$ cat src/rtl/conv_xif_scheduler_pkg.sv
// Shared types for the X-interface convolution scheduler: slot bookkeeping and result records.
package conv_xif_pkg;

  localparam int unsigned XIF_XLEN = 32;
  localparam int unsigned XIF_ID_W = 4;

  typedef enum logic [1:0] {
    FREE      = 2'd0,
    ISSUED    = 2'd1,
    COMMITTED = 2'd2,
    KILLED    = 2'd3
  } slot_state_e;

  typedef struct packed {
    slot_state_e           state;
    logic [XIF_ID_W-1:0]   id;
    logic [4:0]            rd;
    logic                  sgn;
    logic [XIF_XLEN-1:0]   op_a;
    logic [XIF_XLEN-1:0]   op_b;
  } slot_t;

  typedef struct packed {
    logic [XIF_ID_W-1:0]   id;
    logic [4:0]            rd;
    logic [XIF_XLEN-1:0]   data;
  } res_t;

endpackage

$ cat src/rtl/conv_xif_scheduler_if.sv
// Issue/commit/result channels between the core and the convolution scheduler.
interface conv_xif_scheduler_if #(
  parameter int unsigned XLEN = 32,
  parameter int unsigned ID_W = 4
);
  logic            issue_valid_i;
  logic            issue_ready_o;
  logic            issue_accept_i;
  logic [ID_W-1:0] issue_id_i;
  logic [4:0]      issue_rd_i;
  logic            issue_signed_i;
  logic [XLEN-1:0] issue_op_a_i;
  logic [XLEN-1:0] issue_op_b_i;
  logic            commit_valid_i;
  logic [ID_W-1:0] commit_id_i;
  logic            commit_kill_i;
  logic            result_valid_o;
  logic            result_ready_i;
  logic [ID_W-1:0] result_id_o;
  logic [4:0]      result_rd_o;
  logic [XLEN-1:0] result_data_o;
  logic            result_we_o;
  logic            busy_o;

  modport slave (
    input  issue_valid_i, issue_accept_i, issue_id_i, issue_rd_i, issue_signed_i,
    input  issue_op_a_i, issue_op_b_i, commit_valid_i, commit_id_i, commit_kill_i,
    input  result_ready_i,
    output issue_ready_o, result_valid_o, result_id_o, result_rd_o, result_data_o,
    output result_we_o, busy_o
  );

  modport master (
    output issue_valid_i, issue_accept_i, issue_id_i, issue_rd_i, issue_signed_i,
    output issue_op_a_i, issue_op_b_i, commit_valid_i, commit_id_i, commit_kill_i,
    output result_ready_i,
    input  issue_ready_o, result_valid_o, result_id_o, result_rd_o, result_data_o,
    input  result_we_o, busy_o
  );
endinterface

$ cat src/rtl/conv_xif_scheduler_dot_pe.sv
// Packed-element dot product: per-lane multiply, summation, then a PE_LAT-deep pipeline
// carrying the valid bit and id/rd alongside the data.
module conv_dot_pe import conv_xif_pkg::*; #(
  parameter int unsigned XLEN   = XIF_XLEN,
  parameter int unsigned ELEM_W = 8,
  parameter int unsigned PE_LAT = 2
) (
  input  logic                clk,
  input  logic                rst,
  input  logic                in_valid,
  input  logic                sgn,
  input  logic [XLEN-1:0]     op_a,
  input  logic [XLEN-1:0]     op_b,
  input  logic [XIF_ID_W-1:0] in_id,
  input  logic [4:0]          in_rd,
  output logic                out_valid,
  output res_t                out_res
);
  localparam int unsigned LANES = XLEN / ELEM_W;

  function automatic logic [XLEN-1:0] ext(input logic [ELEM_W-1:0] e, input logic s);
    return {{(XLEN-ELEM_W){s & e[ELEM_W-1]}}, e};
  endfunction

  logic [XLEN-1:0] sum;
  logic            vld  [PE_LAT];
  res_t            pipe [PE_LAT];

  // Extending to XLEN before multiplying makes the truncated product exact modulo 2^XLEN.
  always_comb begin
    sum = '0;
    for (int unsigned k = 0; k < LANES; k++) begin
      sum = sum + ext(op_a[k*ELEM_W +: ELEM_W], sgn) * ext(op_b[k*ELEM_W +: ELEM_W], sgn);
    end
  end

  always_ff @(posedge clk) begin
    if (rst) begin
      for (int unsigned i = 0; i < PE_LAT; i++) begin
        vld[i]  <= 1'b0;
        pipe[i] <= '0;
      end
    end else begin
      vld[0]  <= in_valid;
      pipe[0] <= '{id: in_id, rd: in_rd, data: sum};
      for (int unsigned i = 1; i < PE_LAT; i++) begin
        vld[i]  <= vld[i-1];
        pipe[i] <= pipe[i-1];
      end
    end
  end

  assign out_valid = vld[PE_LAT-1];
  assign out_res   = pipe[PE_LAT-1];

endmodule

$ cat src/rtl/conv_xif_scheduler.sv
// In-order convolution scheduler: holds issued instructions until commit, dispatches them to
// the dot-product PE under credit control, and returns results through a backpressured FIFO.
module conv_xif_scheduler import conv_xif_pkg::*; #(
  parameter int unsigned XLEN   = XIF_XLEN,
  parameter int unsigned ID_W   = XIF_ID_W,
  parameter int unsigned DEPTH  = 4,
  parameter int unsigned ELEM_W = 8,
  parameter int unsigned PE_LAT = 2
) (
  input  logic                  clk_i,
  input  logic                  rst_i,
  conv_xif_scheduler_if.slave   xif
);
  localparam int unsigned PTR_W = $clog2(DEPTH);
  localparam int unsigned CNT_W = $clog2(DEPTH + 1);

  slot_t            slots   [DEPTH];
  slot_t            slots_d [DEPTH];
  slot_t            new_slot;
  slot_t            head_slot;
  logic [PTR_W-1:0] head, tail;
  logic [CNT_W-1:0] slot_cnt, credits;
  res_t             fifo [DEPTH];
  logic [PTR_W-1:0] rd_ptr, wr_ptr;
  logic [CNT_W-1:0] fifo_cnt;
  logic [ID_W-1:0]  commit_id;
  logic             alloc, dispatch, pop_head, res_pop;
  logic             pe_valid;
  res_t             pe_res;

  assign commit_id         = xif.commit_id_i;
  assign xif.issue_ready_o = !rst_i && (slot_cnt < CNT_W'(DEPTH));
  assign alloc             = xif.issue_valid_i & xif.issue_ready_o & xif.issue_accept_i;
  assign head_slot         = slots[head];
  assign dispatch          = (head_slot.state == COMMITTED) && (credits != '0);
  assign pop_head          = dispatch || (head_slot.state == KILLED);
  assign res_pop           = xif.result_valid_o & xif.result_ready_i;

  // A commit naming the id being issued this cycle lands directly in the new slot.
  always_comb begin
    new_slot       = '0;
    new_slot.state = ISSUED;
    new_slot.id    = xif.issue_id_i;
    new_slot.rd    = xif.issue_rd_i;
    new_slot.sgn   = xif.issue_signed_i;
    new_slot.op_a  = xif.issue_op_a_i;
    new_slot.op_b  = xif.issue_op_b_i;
    if (xif.commit_valid_i && (commit_id == xif.issue_id_i)) begin
      new_slot.state = xif.commit_kill_i ? KILLED : COMMITTED;
    end
  end

  always_comb begin
    for (int unsigned i = 0; i < DEPTH; i++) begin
      slots_d[i] = slots[i];
      if (xif.commit_valid_i && (slots[i].state == ISSUED) && (slots[i].id == commit_id)) begin
        slots_d[i].state = xif.commit_kill_i ? KILLED : COMMITTED;
      end
    end
    if (pop_head) slots_d[head].state = FREE;
    if (alloc)    slots_d[tail] = new_slot;
  end

  always_ff @(posedge clk_i) begin
    if (rst_i) begin
      for (int unsigned i = 0; i < DEPTH; i++) slots[i] <= '0;
      head     <= '0;
      tail     <= '0;
      slot_cnt <= '0;
      credits  <= CNT_W'(DEPTH);
      rd_ptr   <= '0;
      wr_ptr   <= '0;
      fifo_cnt <= '0;
    end else begin
      slots <= slots_d;
      if (pop_head) head <= head + PTR_W'(1);
      if (alloc)    tail <= tail + PTR_W'(1);
      if (alloc && !pop_head)      slot_cnt <= slot_cnt + CNT_W'(1);
      else if (!alloc && pop_head) slot_cnt <= slot_cnt - CNT_W'(1);
      if (dispatch && !res_pop)      credits <= credits - CNT_W'(1);
      else if (!dispatch && res_pop) credits <= credits + CNT_W'(1);
      if (pe_valid) wr_ptr <= wr_ptr + PTR_W'(1);
      if (res_pop)  rd_ptr <= rd_ptr + PTR_W'(1);
      if (pe_valid && !res_pop)      fifo_cnt <= fifo_cnt + CNT_W'(1);
      else if (!pe_valid && res_pop) fifo_cnt <= fifo_cnt - CNT_W'(1);
    end
  end

  always_ff @(posedge clk_i) begin
    if (pe_valid) fifo[wr_ptr] <= pe_res;
  end

  conv_dot_pe #(.XLEN(XLEN), .ELEM_W(ELEM_W), .PE_LAT(PE_LAT)) u_pe (
    .clk       (clk_i),
    .rst       (rst_i),
    .in_valid  (dispatch),
    .sgn       (head_slot.sgn),
    .op_a      (head_slot.op_a),
    .op_b      (head_slot.op_b),
    .in_id     (head_slot.id),
    .in_rd     (head_slot.rd),
    .out_valid (pe_valid),
    .out_res   (pe_res)
  );

  // Outstanding credits cover everything in the PE and result FIFO.
  assign xif.result_valid_o = !rst_i && (fifo_cnt != '0);
  assign xif.result_we_o    = xif.result_valid_o;
  assign xif.result_id_o    = fifo[rd_ptr].id;
  assign xif.result_rd_o    = fifo[rd_ptr].rd;
  assign xif.result_data_o  = fifo[rd_ptr].data;
  assign xif.busy_o         = !rst_i && ((slot_cnt != '0) || (credits != CNT_W'(DEPTH)));

endmodule
$ cat src/flat_wrapper.sv
// flat-port wrapper written by rule: the top's interface ports become plain ports
module conv_xif_scheduler_flat import conv_xif_pkg::*;
#(
  parameter int unsigned XLEN   = XIF_XLEN,
  parameter int unsigned ID_W   = XIF_ID_W,
  parameter int unsigned DEPTH  = 4,
  parameter int unsigned ELEM_W = 8,
  parameter int unsigned PE_LAT = 2
)
  (clk_i, rst_i, xif_issue_valid_i, xif_issue_accept_i, xif_issue_id_i, xif_issue_rd_i, xif_issue_signed_i, xif_issue_op_a_i, xif_issue_op_b_i, xif_commit_valid_i, xif_commit_id_i, xif_commit_kill_i, xif_result_ready_i, xif_issue_ready_o, xif_result_valid_o, xif_result_id_o, xif_result_rd_o, xif_result_data_o, xif_result_we_o, xif_busy_o);
  conv_xif_scheduler_if #(.XLEN(XLEN), .ID_W(ID_W)) xif_i ();
  input  logic clk_i;
  input  logic rst_i;
  input wire logic [$bits(xif_i.issue_valid_i)-1:0] xif_issue_valid_i;
  input wire logic [$bits(xif_i.issue_accept_i)-1:0] xif_issue_accept_i;
  input wire logic [$bits(xif_i.issue_id_i)-1:0] xif_issue_id_i;
  input wire logic [$bits(xif_i.issue_rd_i)-1:0] xif_issue_rd_i;
  input wire logic [$bits(xif_i.issue_signed_i)-1:0] xif_issue_signed_i;
  input wire logic [$bits(xif_i.issue_op_a_i)-1:0] xif_issue_op_a_i;
  input wire logic [$bits(xif_i.issue_op_b_i)-1:0] xif_issue_op_b_i;
  input wire logic [$bits(xif_i.commit_valid_i)-1:0] xif_commit_valid_i;
  input wire logic [$bits(xif_i.commit_id_i)-1:0] xif_commit_id_i;
  input wire logic [$bits(xif_i.commit_kill_i)-1:0] xif_commit_kill_i;
  input wire logic [$bits(xif_i.result_ready_i)-1:0] xif_result_ready_i;
  output wire logic [$bits(xif_i.issue_ready_o)-1:0] xif_issue_ready_o;
  output wire logic [$bits(xif_i.result_valid_o)-1:0] xif_result_valid_o;
  output wire logic [$bits(xif_i.result_id_o)-1:0] xif_result_id_o;
  output wire logic [$bits(xif_i.result_rd_o)-1:0] xif_result_rd_o;
  output wire logic [$bits(xif_i.result_data_o)-1:0] xif_result_data_o;
  output wire logic [$bits(xif_i.result_we_o)-1:0] xif_result_we_o;
  output wire logic [$bits(xif_i.busy_o)-1:0] xif_busy_o;
  assign xif_i.issue_valid_i = xif_issue_valid_i;
  assign xif_i.issue_accept_i = xif_issue_accept_i;
  assign xif_i.issue_id_i = xif_issue_id_i;
  assign xif_i.issue_rd_i = xif_issue_rd_i;
  assign xif_i.issue_signed_i = xif_issue_signed_i;
  assign xif_i.issue_op_a_i = xif_issue_op_a_i;
  assign xif_i.issue_op_b_i = xif_issue_op_b_i;
  assign xif_i.commit_valid_i = xif_commit_valid_i;
  assign xif_i.commit_id_i = xif_commit_id_i;
  assign xif_i.commit_kill_i = xif_commit_kill_i;
  assign xif_i.result_ready_i = xif_result_ready_i;
  assign xif_issue_ready_o = xif_i.issue_ready_o;
  assign xif_result_valid_o = xif_i.result_valid_o;
  assign xif_result_id_o = xif_i.result_id_o;
  assign xif_result_rd_o = xif_i.result_rd_o;
  assign xif_result_data_o = xif_i.result_data_o;
  assign xif_result_we_o = xif_i.result_we_o;
  assign xif_busy_o = xif_i.busy_o;
  conv_xif_scheduler #(.XLEN(XLEN), .ID_W(ID_W), .DEPTH(DEPTH), .ELEM_W(ELEM_W), .PE_LAT(PE_LAT)) u_core (.clk_i(clk_i), .rst_i(rst_i), .xif(xif_i));
endmodule
$ cat config.mk
export PLATFORM = sky130hd
export DESIGN_NAME = conv_xif_scheduler_flat
export DESIGN_NICKNAME = d
export VERILOG_FILES = /design/src/rtl/conv_xif_scheduler_pkg.sv /design/src/rtl/conv_xif_scheduler_if.sv /design/src/rtl/conv_xif_scheduler_dot_pe.sv /design/src/rtl/conv_xif_scheduler.sv /design/src/flat_wrapper.sv
export SDC_FILE = /design/constraint.sdc
export NUM_CORES = 2
export LEC_CHECK = 0
export ABC_AREA = 1
export BUFFER_PORTS_ARGS = -buffer_cell sky130_fd_sc_hd__buf_2
export CAP_MARGIN = 20
export CORE_ASPECT_RATIO = 1.5
export CORE_MARGIN = 1
export CORE_UTILIZATION = 35
export CTS_CLUSTER_DIAMETER = 40
export DETAILED_ROUTE_END_ITERATION = 12
export PLACE_DENSITY = 0.52
export SYNTH_ARGS = -nofsm -noshare
export SYNTH_HDL_FRONTEND = slang
export SYNTH_SLANG_ARGS = --single-unit
$ cat constraint.sdc
create_clock -name clk_i -period 10.26 [get_ports clk_i]
set_input_delay 1.026 -clock clk_i [delete_from_list [all_inputs] [get_ports clk_i]]
set_output_delay 1.026 -clock clk_i [all_outputs]
set_load 0.05 [all_outputs]
Word-level counts from Yosys, hierarchy flattened --
Memory sizes are Yosys's and may differ from the RTL's. A register that Yosys moved wholly into a read port is not among the register bits. Cells that the tools add are included.
Storage, ports and cells: register bits 321, bits in writable memories 248, logic and storage cells 154, memories kept 3
Memories:
- u_core.fifo | words 4, width 41, rd ports 1, clocked after Yosys merged registers in 1, write ports 1, RTL line conv_xif_scheduler.sv:23 | res_t fifo [DEPTH];
- u_core.u_pe.pipe | words 2, width 41, rd ports 2, clocked after Yosys merged registers in 0, write ports 2, RTL line conv_xif_scheduler_dot_pe.sv:27 | res_t pipe [PE_LAT];
- u_core.u_pe.vld | words 2, width 1, rd ports 2, clocked after Yosys merged registers in 0, write ports 2, RTL line conv_xif_scheduler_dot_pe.sv:26 | logic vld [PE_LAT];
Cells by class: add/subtract/negate cells 13, multipliers 4, $lt $le $gt $ge 5, equal/unequal tests 12, multiplexer cells 34, bitwise operators 17, reduce and logical (&&, ||, !) cells 35
Operators with widths (count):
- $bwmux 304 | 2
- $mux 304 | 2
- $demux 76 s2 | 2
- $mux 76 | 4
- $bmux 76 s2 | 1
- $mux 41 | 2
- $mul 9x9->18 | 4
- $add 20x18->21 | 1
- $logic_and 1x1->1 | 21
- $add 19x18->20 | 1
- $eq 4x4->1 | 5
- $add 18x18->19 | 1
- $mux 3 | 6
- $mux 2 | 7
- $and 1x1->1 | 11
- $add 3x1->3 const B | 3
- $reduce_bool 3->1 | 3
- $sub 3x1->3 const B | 3
- $add 2x1->2 const B | 4
- $eq 2x1->1 const B | 4
- $mux 1 | 8
- $ge 3x3->1 const B | 2
- $logic_not 1->1 | 6
- $lt 3x1->1 const B | 2
- other kinds (7) | 15

Longest topological paths before layout --
word-level depth 10, mapped depth 37, depth with buffers taken out 35

Cells and area by module --
A second synthesis with hierarchy kept.
Second synthesis, totals: cells, all modules 4251, area, all modules 35861.9 sq um
By module, submodules not included:
- conv_xif_scheduler | instances 1, cells an instance 2379, area each 19990.4 sq um, sequential area each 11390.9 sq um
- conv_dot_pe | instances 1, cells an instance 1872, area each 15871.5 sq um, sequential area each 1241.2 sq um

Least setup slack after synthesis --
Ideal clock, no wire load.
path type reg-to-reg, start register u_core.head[0], end memory u_core.u_pe.pipe[0][30] in the netlist's numbering, setup time 115 ps, arrival time 7008 ps, data required time 10145 ps, path slack 3137 ps, cell stages (with the launch flop) 31, path through dfxtp_1 > buf_6 > buf_6 > buf_6 > nand2_2 > a32oi_4 > nand2_1 > nor2_2 > inv_1 > fa_1 > inv_1 > fa_1 > inv_1 > fa_1 > fa_1 > inv_1 > fa_1 > inv_1 > fa_1 > fa_1 > fa_1 > inv_1 > ha_1 > a21oi_1 > o21ai_0 > a21oi_1 > nand2_1 > nor2_1 > nand3_1 > nand2_1 > nor2_1
RTL lines:
- start: declaration | RTL line conv_xif_scheduler.sv:21 | logic [PTR_W-1:0] head, tail;
- start signal: assignment | RTL line conv_xif_scheduler.sv:76 | if (pop_head) head <= head + PTR_W'(1);
- end: declaration | RTL line conv_xif_scheduler_dot_pe.sv:27

==> impl_metrics.env <==
export IMPL_ys_types=41
export IMPL_vias=26000
export IMPL_ys_top_cells_by_area="fa_1 24%, dfxtp_1 22%, edfxtp_1 10%"
export IMPL_wl_um=96300
export IMPL_clock_sinks=505
export IMPL_grt_util_all_layers_pct=19.8
export IMPL_leakage_nw=16.4
export IMPL_fp_row_count=140
export IMPL_final_max_slew_viol_count=0
export IMPL_setup_tns_ns=0
export IMPL_cp_max_fo=80
export IMPL_ys_warn_count=0
export IMPL_clock_latency_ns=0.61
export IMPL_grt_pass1_wl_um=152000
export IMPL_hold_slack_ns=0.401
export IMPL_grt_antenna_before_repair=7
export IMPL_most_common_layout_cells="778 x nor2_1, 755 x inv_1, 419 x o21ai_0, 407 x fa_1, 400 x nand2_1"
export IMPL_async_flop_share_pct=0
export IMPL_drive_above_1_share_pct=8.35
export IMPL_cp_startpoint="u_core.head[1]"
export IMPL_overflow=0
export IMPL_ys_seq_elements=505
export IMPL_first_iter_violations=1462
export IMPL_path_buf_inv=8
export IMPL_syn_cell_area_um2=34300
export IMPL_firstDrtPassIters=5
export IMPL_min_period_over_period_pct=87.0
export IMPL_finalNonFillerCells=5361
export IMPL_postCtsHoldBufs=0
export IMPL_io_pins=130
export IMPL_slowest_delay_ns=0.69
export IMPL_dp_cells=5266
export IMPL_maxClockFrequency_ghz=0.112
export IMPL_cts_tree="built"
export IMPL_p_per_area_nw_per_um2=267
export IMPL_cap_viol_max_count=0
export IMPL_drtAntennaViolNets=0
export IMPL_final_setup_viol_count=0
export IMPL_worstSetupPathType="reg2reg"
export IMPL_irDropWorstVdd_uv=306
export IMPL_critPathMostFrequentCell="fa_1"
export IMPL_io_buffer_count=129
export IMPL_clk_pin_slew_ns=0.07
export IMPL_cts_buffers=51
export IMPL_synth_fp_nets=4626
export IMPL_cts_htree_levels=2
export IMPL_start_util_pct=35.3
export IMPL_grt_max_degree=116
export IMPL_status="completed"
export IMPL_hp_class="reg2reg"
export IMPL_fin_nets=4649
export IMPL_utilization_pct=38.8
export IMPL_post_cts_resized=0
export IMPL_dieWidth_um=258
export IMPL_worstPathArrival_ns=9.42
export IMPL_layout_commonest_cell="nor2_1"
export IMPL_min_from="u_core.u_pe.vld[0][0]"
export IMPL_skew_ns=0.0308
export IMPL_r2r_start="u_core.head[1]"
export IMPL_netlist_area_leader_share_pct=23.7
export IMPL_max_slew_margin_pct=28.6
export IMPL_vias_per_cell=4.84
export IMPL_die_area_um2=99400
export IMPL_core_um2=97200
export IMPL_synth_cells=4018
export IMPL_post_route_min_period_ns=8.92
export IMPL_required_ns=10.75
export IMPL_worst_slack_ns=1.34
export IMPL_tightest_slew_ns=1.07
export IMPL_avgSynthCellArea_um2=8.55
export IMPL_critical_path_top_delay_family="adder cells"
export IMPL_dp_slack_ns=1.36
export IMPL_ys_flop_type="dfxtp_1"
export IMPL_postCtsSetupBuffers=0
export IMPL_finalHoldViolCount=0
export IMPL_synth_edf_count=120
export IMPL_endpoint_kind="register"
export IMPL_syn_to_final_growth_pct=9.75
export IMPL_chipHeight_um=386
export IMPL_rsz0062_at_grt="false"
export IMPL_cp_slowest_cell="inv_6"
export IMPL_first_global_vias=26300
export IMPL_yosysTopAreaCell="fa_1"
export IMPL_drc=0
export IMPL_cts_root_buf="clkbuf_16"
export IMPL_cp_start_kind="register"
export IMPL_clock_tree_buffer_depth=3
export IMPL_synth_seq_area_share_pct=32.9
export IMPL_hpwl_um=70000
export IMPL_wl_per_cell_um=18.0
export IMPL_routabilityCongestion=0.898
-- cell usage after synthesis (31+ instances only) --
library cell and count:
a21oi_1 237, a32oi_2 48, buf_2 48, clkbuf_1 91, dfxtp_1 385, edfxtp_1 120, fa_1 407, ha_1 116
inv_1 761, nand2_1 400, nor2_1 778, o21ai_0 419, o22ai_1 31
-- per-layer routing --
layer,wire length [um],global-route usage (%)
met1,38200,23.1
met4,3770,7.83
met3,3440,1.69
met2,50800,36.9
met5,46,0
-- metrics by stage --
step                      instance area [um2]  power, mW
after floorplan                         34300       6.29
after global placement                  35900       8.15
after detailed placement                35900       8.18
after CTS                               37700       10.2
after global routing                    37700       10.9
final                                   37700       10.0
-- registers in the layout (all words and copies together) (netlist names), named ones only --
register,count
u_core.wr_ptr,2
u_core.u_pe.vld,2
u_core.credits,3
u_core.tail,2
u_core.slot_cnt,3
u_core.u_pe.pipe,60
u_core.rd_ptr,2
u_core.fifo_cnt,3
u_core.head,2
u_core.slots,304
u_core.fifo,120
-- power breakdown --
| group | internal, mW | total (mW) | leakage (nW) | switching (mW) |
|---|---|---|---|---|
| combinational | 1.95 | 5.78 | 11.3 | 3.83 |
| clock | 1.16 | 1.99 | 0.868 | 0.834 |
| sequential | 2.19 | 2.27 | 4.23 | 0.0859 |
-- kinds of logic after synthesis --
kind of cell / count (synthesis) / synth area share, %
AND/OR/NAND/NOR: 1231 / 13.9
adder cells (fa/ha/maj): 523 / 28.0
buffers and inverters: 971 / 11.4
flip-flops: 505 / 32.9
XOR/XNOR: 20 / 0.510
AO/OA/AOI/OAI: 768 / 13.3
-- worst paths after layout --
kind                             end  slack [ns]  depth (start not counted)
max reg2reg  u_core.u_pe.pipe[0][19]        1.34                         28
min            u_core.u_pe.vld[0][1]        0.40                          2
max          u_core.u_pe.pipe[0][19]        1.34                         28
min reg2reg    u_core.u_pe.vld[0][1]        0.40                          2
-- area by class of cell --
class | count | area, um2
Fill cell | 9934 | 59500
Multi-Input combinational cell | 2542 | 19100
Clock buffer | 63 | 1360
Sequential cell | 505 | 11300
Clock inverter | 31 | 424
Inverter | 779 | 2940
Antenna cell | 1 | 2.50
Timing Repair Buffer | 162 | 918
Tap cell | 1278 | 1600
-- tightest hold or removal path: stages, from the launching register on --
cell,delay (ns)
dfxtp_1,0.30
inv_1,0.04
nor2_1,0.03
No activity file was read; power rests on OpenSTA's default activity.
